$ cat src/rtl/jt51_kon_gen.sv
// Key-on sequencer for the FM operator pipeline.
// Owns the slot counter, holds one host key-on bit per channel/operator slot,
// applies host writes as matching slots rotate past, injects CSM key-on bursts
// and flags key-on/key-off edges of the effective key-on to the envelope stage.
module jt51_kon_gen #(
  parameter int unsigned CH     = 8,
  parameter int unsigned OPS    = 4,
  parameter int unsigned CSM_CH = 7,
  parameter int unsigned SWAP12 = 1,
  localparam int unsigned CHW   = $clog2(CH),
  localparam int unsigned OPW   = $clog2(OPS),
  localparam int unsigned SLOTS = CH * OPS
) (
  input  logic           clk,
  input  logic           rst,
  input  logic           cen,
  input  logic [OPS-1:0] keyon_op,
  input  logic [CHW-1:0] keyon_ch,
  input  logic           up_keyon,
  output logic           busy,
  input  logic           csm,
  input  logic           overflow_A,
  output logic [CHW-1:0] cur_ch,
  output logic [OPW-1:0] cur_op,
  output logic           zero,
  output logic           keyon,
  output logic           kon_pulse,
  output logic           koff_pulse
);

  localparam int unsigned SW   = $clog2(SLOTS);
  localparam int unsigned CNTW = $clog2(SLOTS + 1);

  // Slot position, kept both as a flat index and as op-major ch/op counters
  // so no divider is needed for non power-of-two channel counts.
  logic [SW-1:0]    s_q;
  logic [CHW-1:0]   ch_q;
  logic [OPW-1:0]   op_q;

  logic [SLOTS-1:0] kst_q;
  logic [SLOTS-1:0] pst_q;

  logic             busy_q;
  logic [CNTW-1:0]  rem_q;
  logic [OPS-1:0]   pend_op_q;
  logic [CHW-1:0]   pend_ch_q;
  logic [CNTW-1:0]  csm_cnt_q;

  logic             keyon_q;
  logic             kon_q;
  logic             koff_q;

  logic [OPW-1:0]   map_op;
  logic             wr_hit;
  logic             kst_cur;
  logic             csm_force;
  logic             eff;

  // Host operator bit order differs from slot order when operators 1 and 2 swap.
  always_comb begin
    map_op = op_q;
    if (SWAP12 != 0 && OPS == 4) begin
      if (op_q == OPW'(1)) begin
        map_op = OPW'(2);
      end else if (op_q == OPW'(2)) begin
        map_op = OPW'(1);
      end
    end
  end

  // Effective key-on of the presented slot: pending write wins over stored state,
  // and an active CSM burst forces the CSM channel on.
  always_comb begin
    wr_hit    = busy_q && (ch_q == pend_ch_q);
    kst_cur   = wr_hit ? pend_op_q[map_op] : kst_q[s_q];
    csm_force = (csm_cnt_q != '0) && (ch_q == CHW'(CSM_CH));
    eff       = kst_cur | csm_force;
  end

  // Slot rotation, key state storage, write/CSM sequencing and registered outputs.
  always_ff @(posedge clk) begin
    if (rst) begin
      s_q       <= '0;
      ch_q      <= '0;
      op_q      <= '0;
      kst_q     <= '0;
      pst_q     <= '0;
      busy_q    <= 1'b0;
      rem_q     <= '0;
      pend_op_q <= '0;
      pend_ch_q <= '0;
      csm_cnt_q <= '0;
      keyon_q   <= 1'b0;
      kon_q     <= 1'b0;
      koff_q    <= 1'b0;
    end else if (cen) begin
      if (s_q == SW'(SLOTS - 1)) begin
        s_q <= '0;
      end else begin
        s_q <= s_q + SW'(1);
      end
      if (ch_q == CHW'(CH - 1)) begin
        ch_q <= '0;
        if (op_q == OPW'(OPS - 1)) begin
          op_q <= '0;
        end else begin
          op_q <= op_q + OPW'(1);
        end
      end else begin
        ch_q <= ch_q + CHW'(1);
      end

      kst_q[s_q] <= kst_cur;
      pst_q[s_q] <= eff;
      keyon_q    <= eff;
      kon_q      <= eff & ~pst_q[s_q];
      koff_q     <= ~eff & pst_q[s_q];

      // A write covers exactly one full rotation; requests while busy are dropped.
      if (busy_q) begin
        rem_q <= rem_q - CNTW'(1);
        if (rem_q == CNTW'(1)) begin
          busy_q <= 1'b0;
        end
      end else if (up_keyon) begin
        busy_q    <= 1'b1;
        rem_q     <= CNTW'(SLOTS);
        pend_op_q <= keyon_op;
        pend_ch_q <= keyon_ch;
      end

      // Re-trigger reloads the burst; clearing csm does not cancel it.
      if (csm && overflow_A) begin
        csm_cnt_q <= CNTW'(SLOTS);
      end else if (csm_cnt_q != '0) begin
        csm_cnt_q <= csm_cnt_q - CNTW'(1);
      end
    end
  end

  assign cur_ch     = ch_q;
  assign cur_op     = op_q;
  assign zero       = (s_q == '0);
  assign busy       = busy_q;
  assign keyon      = keyon_q;
  assign kon_pulse  = kon_q;
  assign koff_pulse = koff_q;

endmodule
$ cat config.mk
export PLATFORM = sky130hd
export DESIGN_NAME = jt51_kon_gen
export DESIGN_NICKNAME = d
export VERILOG_FILES = /design/src/rtl/jt51_kon_gen.sv
export SDC_FILE = /design/constraint.sdc
export NUM_CORES = 1
export LEC_CHECK = 0
export CAP_MARGIN = 20
export CORE_ASPECT_RATIO = 0.7
export CORE_MARGIN = 2
export CORE_UTILIZATION = 44
export DETAILED_ROUTE_END_ITERATION = 10
export GPL_TIMING_DRIVEN = 0
export MAX_ROUTING_LAYER = met4
export PLACE_DENSITY_LB_ADDON = 0.05
export SYNTH_ARGS = -nofsm -noshare
export SYNTH_HDL_FRONTEND = slang
export SYNTH_SLANG_ARGS = --single-unit
$ cat constraint.sdc
create_clock -name clk -period 4.7 [get_ports clk]
set_clock_uncertainty 0.15 [all_clocks]
set_input_delay 0.94 -clock clk [delete_from_list [all_inputs] [get_ports clk]]
set_output_delay 0.94 -clock clk [all_outputs]
set_load 0.02 [all_outputs]
==> results of run 1 <==
==> worst register-to-register path: cells and delay by family, from the launching register on <==
family,cells,cell delay (ps)
buf+inv,3,970
compound gates,3,640
flops,1,350
mux,2,410
simple gates,1,180
==> cells in the mapped netlist, drive strengths merged (4+ instances only) <==
cell type,number
mux2i,47
clkbuf,15
nor2b,5
nor2,87
a21oi,20
buf,17
nor3,13
dfxtp,97
nand3,14
a211oi,34
xnor2,9
nand2,59
o21ai,12
nand3b,5
ha,15
mux4,8
o22ai,4
inv,12
==> routing by layer <==
| layer | GRT usage [%] | up-vias |
|---|---|---|
| met5 | - | - |
| met4 | 6.52 | 0 |
| met3 | 4.54 | 24 |
| met2 | 29.9 | 90 |
| met1 | 35.5 | 1856 |
| li1 | - | 1882 |
==> final timing paths <==
check,to,slack [ps]
setup / recovery,zero,1010
hold / removal,pend_op_q[2]$_SDFFE_PP0P_,310
setup reg to reg,kst_q[18]$_SDFFE_PP0P_,1880
hold reg to reg,pend_op_q[2]$_SDFFE_PP0P_,310
==> flip-flops by register name, indices dropped and copies added (netlist names) <==
name and cells:
pend_ch_q 3, koff_pulse 1, cur_ch 3, cur_op 2, kon_pulse 1, s_q 5, busy 1, kst_q 32
pst_q 32, pend_op_q 4, csm_cnt_q 6, keyon 1, rem_q 6
==> per-stage QoR <==
step / cells / util, % / total power (µW) / area [µm²] / hold WS (ps)
2_1_floorplan: 517 / - / 1160 / 4790 / 282
3_3_place_gp: 670 / 49.4 / 1260 / 5170 / 293
3_5_place_dp: 671 / 49.4 / 1270 / 5180 / 297
4_1_cts: 686 / 52.2 / 2000 / 5470 / 309
5_1_grt: 686 / 52.2 / 2090 / 5470 / 332
6_report: 686 / 52.2 / 1990 / 5470 / 308
==> kinds of logic (layout without fill, tap and decap cells) <==
family / count (synthesis) / in the layout / synth area share (%)
buf+inv: 46 / 83 / 4.91
xor+xnor: 11 / 11 / 2.01
mux: 55 / 55 / 13.6
flops: 97 / 97 / 40.5
compound gates: 90 / 90 / 16.4
simple gates: 203 / 203 / 18.7
fa+ha+maj: 15 / 15 / 3.92
==> where the power goes <==
group          switching [µW]  internal (µW)
registers                33.0            863
clock network             316            423
logic                     217            140
total                     567           1430
==> area by class of cell <==
| type | instances | share of cell area (%) |
|---|---|---|
| Multi-Input combinational cell | 374 | 47.8 |
| Clock inverter | 5 | 1.03 |
| Tap cell | 132 | 3.02 |
| Timing Repair Buffer | 22 | 3.98 |
| Sequential cell | 97 | 35.5 |
| Buffer | 32 | 3.34 |
| Inverter | 14 | 0.960 |
| Clock buffer | 10 | 4.37 |
==> tab_implementation.tex, run 1 <==
\begin{tabular}{lr}
\hline
Metric & Value \\
\hline
\multicolumn{2}{l}{\textbf{Drt}} \\
Met2 routed wirelength & 4890 µm \\
Post-DR wirelength/cell & 18.1 µm \\
Routed length on met1 & $\sim$6700 µm \\
Detailed Routing Iterations Pass 1 & 6 \\
Antenna-violating nets left & 0 \\
DRC marker count from the first detailed-route iteration & 277 \\
Via count & 3,852 \\
DRT Wirelength & 12,400 µm \\
Final routed DRC violation total & 0 \\
DR vias/cell & 5.62 \\
Uppermost routed layer & met4 \\
Met3 Wirelength & 594 µm \\
\multicolumn{2}{l}{\textbf{Worst setup path}} \\
Crit. Startpoint & s\_q[1]\$\_SDFFE\_PP0P\_ \\
Number of buffer and inverter stages on the critical path & 5 \\
Type of element capturing the critical path & output pin \\
Crit path top cell by count & sky130\_fd\_sc\_hd\_\_buf\_4 \\
Cell depth of the worst flop-to-flop path & 9 \\
CP Max Fanout & 10 \\
Critical Path Stages & 7 \\
Worst endpoint required time & 3610 ps \\
Reg-to-reg startpoint & s\_q[1]\$\_SDFFE\_PP0P\_ \\
CP max stage cell & sky130\_fd\_sc\_hd\_\_clkdlybuf4s50\_1 \\
Kind of cell adding the most delay to the critical path & buffers and inverters \\
Maximum cell stage delay along the critical path & 540 ps \\
Cell-by-cell trace of the critical path & buf\_2, buf\_4, buf\_4, inv\_1, ha\_1, and2\_1, clkdlybuf4s50\_1 \\
Critical path class & register to output pin \\
Arr. time, crit path & $\sim$2600 ps \\
Worst setup SP type & register \\
\multicolumn{2}{l}{\textbf{Final layout}} \\
Most common cell after layout, fill and taps aside & sky130\_fd\_sc\_hd\_\_dfxtp\_1 \\
Area taken by multi-input logic gates & approximately 2600 µm² \\
Top library cells by usage in the layout, fill and taps aside & sky130\_fd\_sc\_hd\_\_dfxtp\_1 (97), sky130\_fd\_sc\_hd\_\_nor2\_1 (87), sky130\_fd\_sc\_hd\_\_nand2\_1 (59) \\
Fraction of layout instances using a drive strength above 1 & 14.1\% \\
Layout Nets & 578 \\
Sequential cell area & 1940 µm² \\
Fillcell total & 972 \\
Area added between synthesis and finish & 14.1\% \\
Antenna diode instance count & 0 \\
\multicolumn{2}{l}{\textbf{Place}} \\
Routability congestion estimate from global placement & 0.893 \\
Post-DP HPWL & 9120 µm \\
Worst setup slack before clock tree synthesis & 1250 ps \\
IO buf count & 21 \\
\multicolumn{2}{l}{\textbf{Global routing}} \\
All-Layer GR Usage & between 20 and 25\% \\
Wire length of the first global-routing pass & 20,100 µm \\
Number of global-route vias before repair & approximately 3,700 \\
Total gr overflow & 0 \\
Initial antenna violation count & 0 \\
Pin count of the biggest net entering global routing & 16 \\
\multicolumn{2}{l}{\textbf{Yosys}} \\
Post-synth EDFFs & 0 \\
Prevailing post-synth register cell & sky130\_fd\_sc\_hd\_\_dfxtp\_1 \\
Fraction of synthesis flops using an asynchronous set or reset pin & 0\% \\
Area share of the largest cell type after synthesis & 40.5\% \\
Part of the Yosys area used for sequential elements & 40.5\% \\
Average footprint of a synthesized cell & 9.27 µm² \\
Total nets after synthesis & between 500 and 600 \\
Area of the mapped netlist & 4790 µm² \\
Top area cells in the synthesized netlist & sky130\_fd\_sc\_hd\_\_dfxtp\_1 (41\%), sky130\_fd\_sc\_hd\_\_mux2i\_1 (9.8\%), sky130\_fd\_sc\_hd\_\_a211oi\_2 (7.6\%), sky130\_fd\_sc\_hd\_\_nor2\_1 (6.8\%), sky130\_fd\_sc\_hd\_\_nand2\_1 (4.6\%) \\
Post-synthesis sequential element count & 97 \\
Yosys warning count & 0 \\
Cell taking the most area after synthesis & sky130\_fd\_sc\_hd\_\_dfxtp\_1 \\
Count of distinct cell types in the synthesized netlist & 52 \\
Gate Count Post-Synth & 517 \\
\multicolumn{2}{l}{\textbf{Worst hold path}} \\
Hold path startpoint & pend\_op\_q[2]\$\_SDFFE\_PP0P\_ \\
Tightest Hold Check Type & register to register \\
Count of cells along the worst hold path & 2 \\
\multicolumn{2}{l}{\textbf{Die}} \\
Effective utilization at floorplan & 45.8\% \\
Die Ht & 91.3 µm \\
Placeable core area & about 10,000 µm² \\
Die outline area & 11,800 µm² \\
Row cnt & 31 \\
I/O pins & 23 \\
Chip Width & $\sim$130 µm \\
\multicolumn{2}{l}{\textbf{Clocking}} \\
Number of levels in the clock H-tree & 3 \\
Root buffer cell & sky130\_fd\_sc\_hd\_\_clkbuf\_16 \\
Clock latency at the later pin of the worst-skew pair & between 300 and 400 ps \\
Post-CTS setup-driven buffer insertion count & 0 \\
CTS sink cnt & 97 \\
TritonCTS Buffers & 9 \\
CTS max path bufs & 2 \\
Hold buffer count at CTS & 0 \\
Clock-pin slew of the registers on the worst-case setup and hold paths & 70 ps \\
Clock tree from TritonCTS & yes \\
Post\_cts resized & 0 \\
\multicolumn{2}{l}{\textbf{Pwr}} \\
Power per unit of standard cell area & 364 nW/µm² \\
Leakage power of the design & 0.00180 µW \\
Worst vdd rail ir drop & 326 µV \\
\multicolumn{2}{l}{\textbf{Timing}} \\
Fin crit period & 3690 ps \\
Peak Freq & around 270 MHz \\
RSZ-0062 raised after global routing & false \\
PnR worst setup slack & approximately 1000 ps \\
Final max-slew violation count & 0 \\
Share of the clock period used by the worst path after layout & 78.5\% \\
Hold violation count in the final report & 0 \\
Post-Route Setup TNS & 0 ps \\
Final setup vio count & 0 \\
Transition time of the tightest slew-check pin & 749 ps \\
Remaining max-slew budget at the tightest pin & between 50\% and 60\% \\
\multicolumn{2}{l}{\textbf{Run}} \\
Total of max-cap violations & 0 \\
\multicolumn{2}{l}{\textbf{Run status}} \\
Status & finished clean \\
\hline
\end{tabular}
Note: power is estimated with default switching activity, not from simulation.
==> run 2, diff against run 1 <==
==> constraint.sdc (replaced) <==
create_clock -name clk -period 3.75 [get_ports clk]
set_clock_uncertainty 0.15 [all_clocks]
set_input_delay 0.75 -clock clk [delete_from_list [all_inputs] [get_ports clk]]
set_output_delay 0.75 -clock clk [all_outputs]
set_load 0.02 [all_outputs]
==> results of run 2 <==
Same layout as run 1 (identical final DEF). Status: finished clean.
Main changes from that run: setup slack after placement 1250 ps -> 494 ps; setup slack after layout 1010 ps -> 251 ps; register-to-register setup slack 1880 ps -> 930 ps; total power 1990 µW -> 2500 µW; worst IR drop on VDD 326 µV -> 409 µV
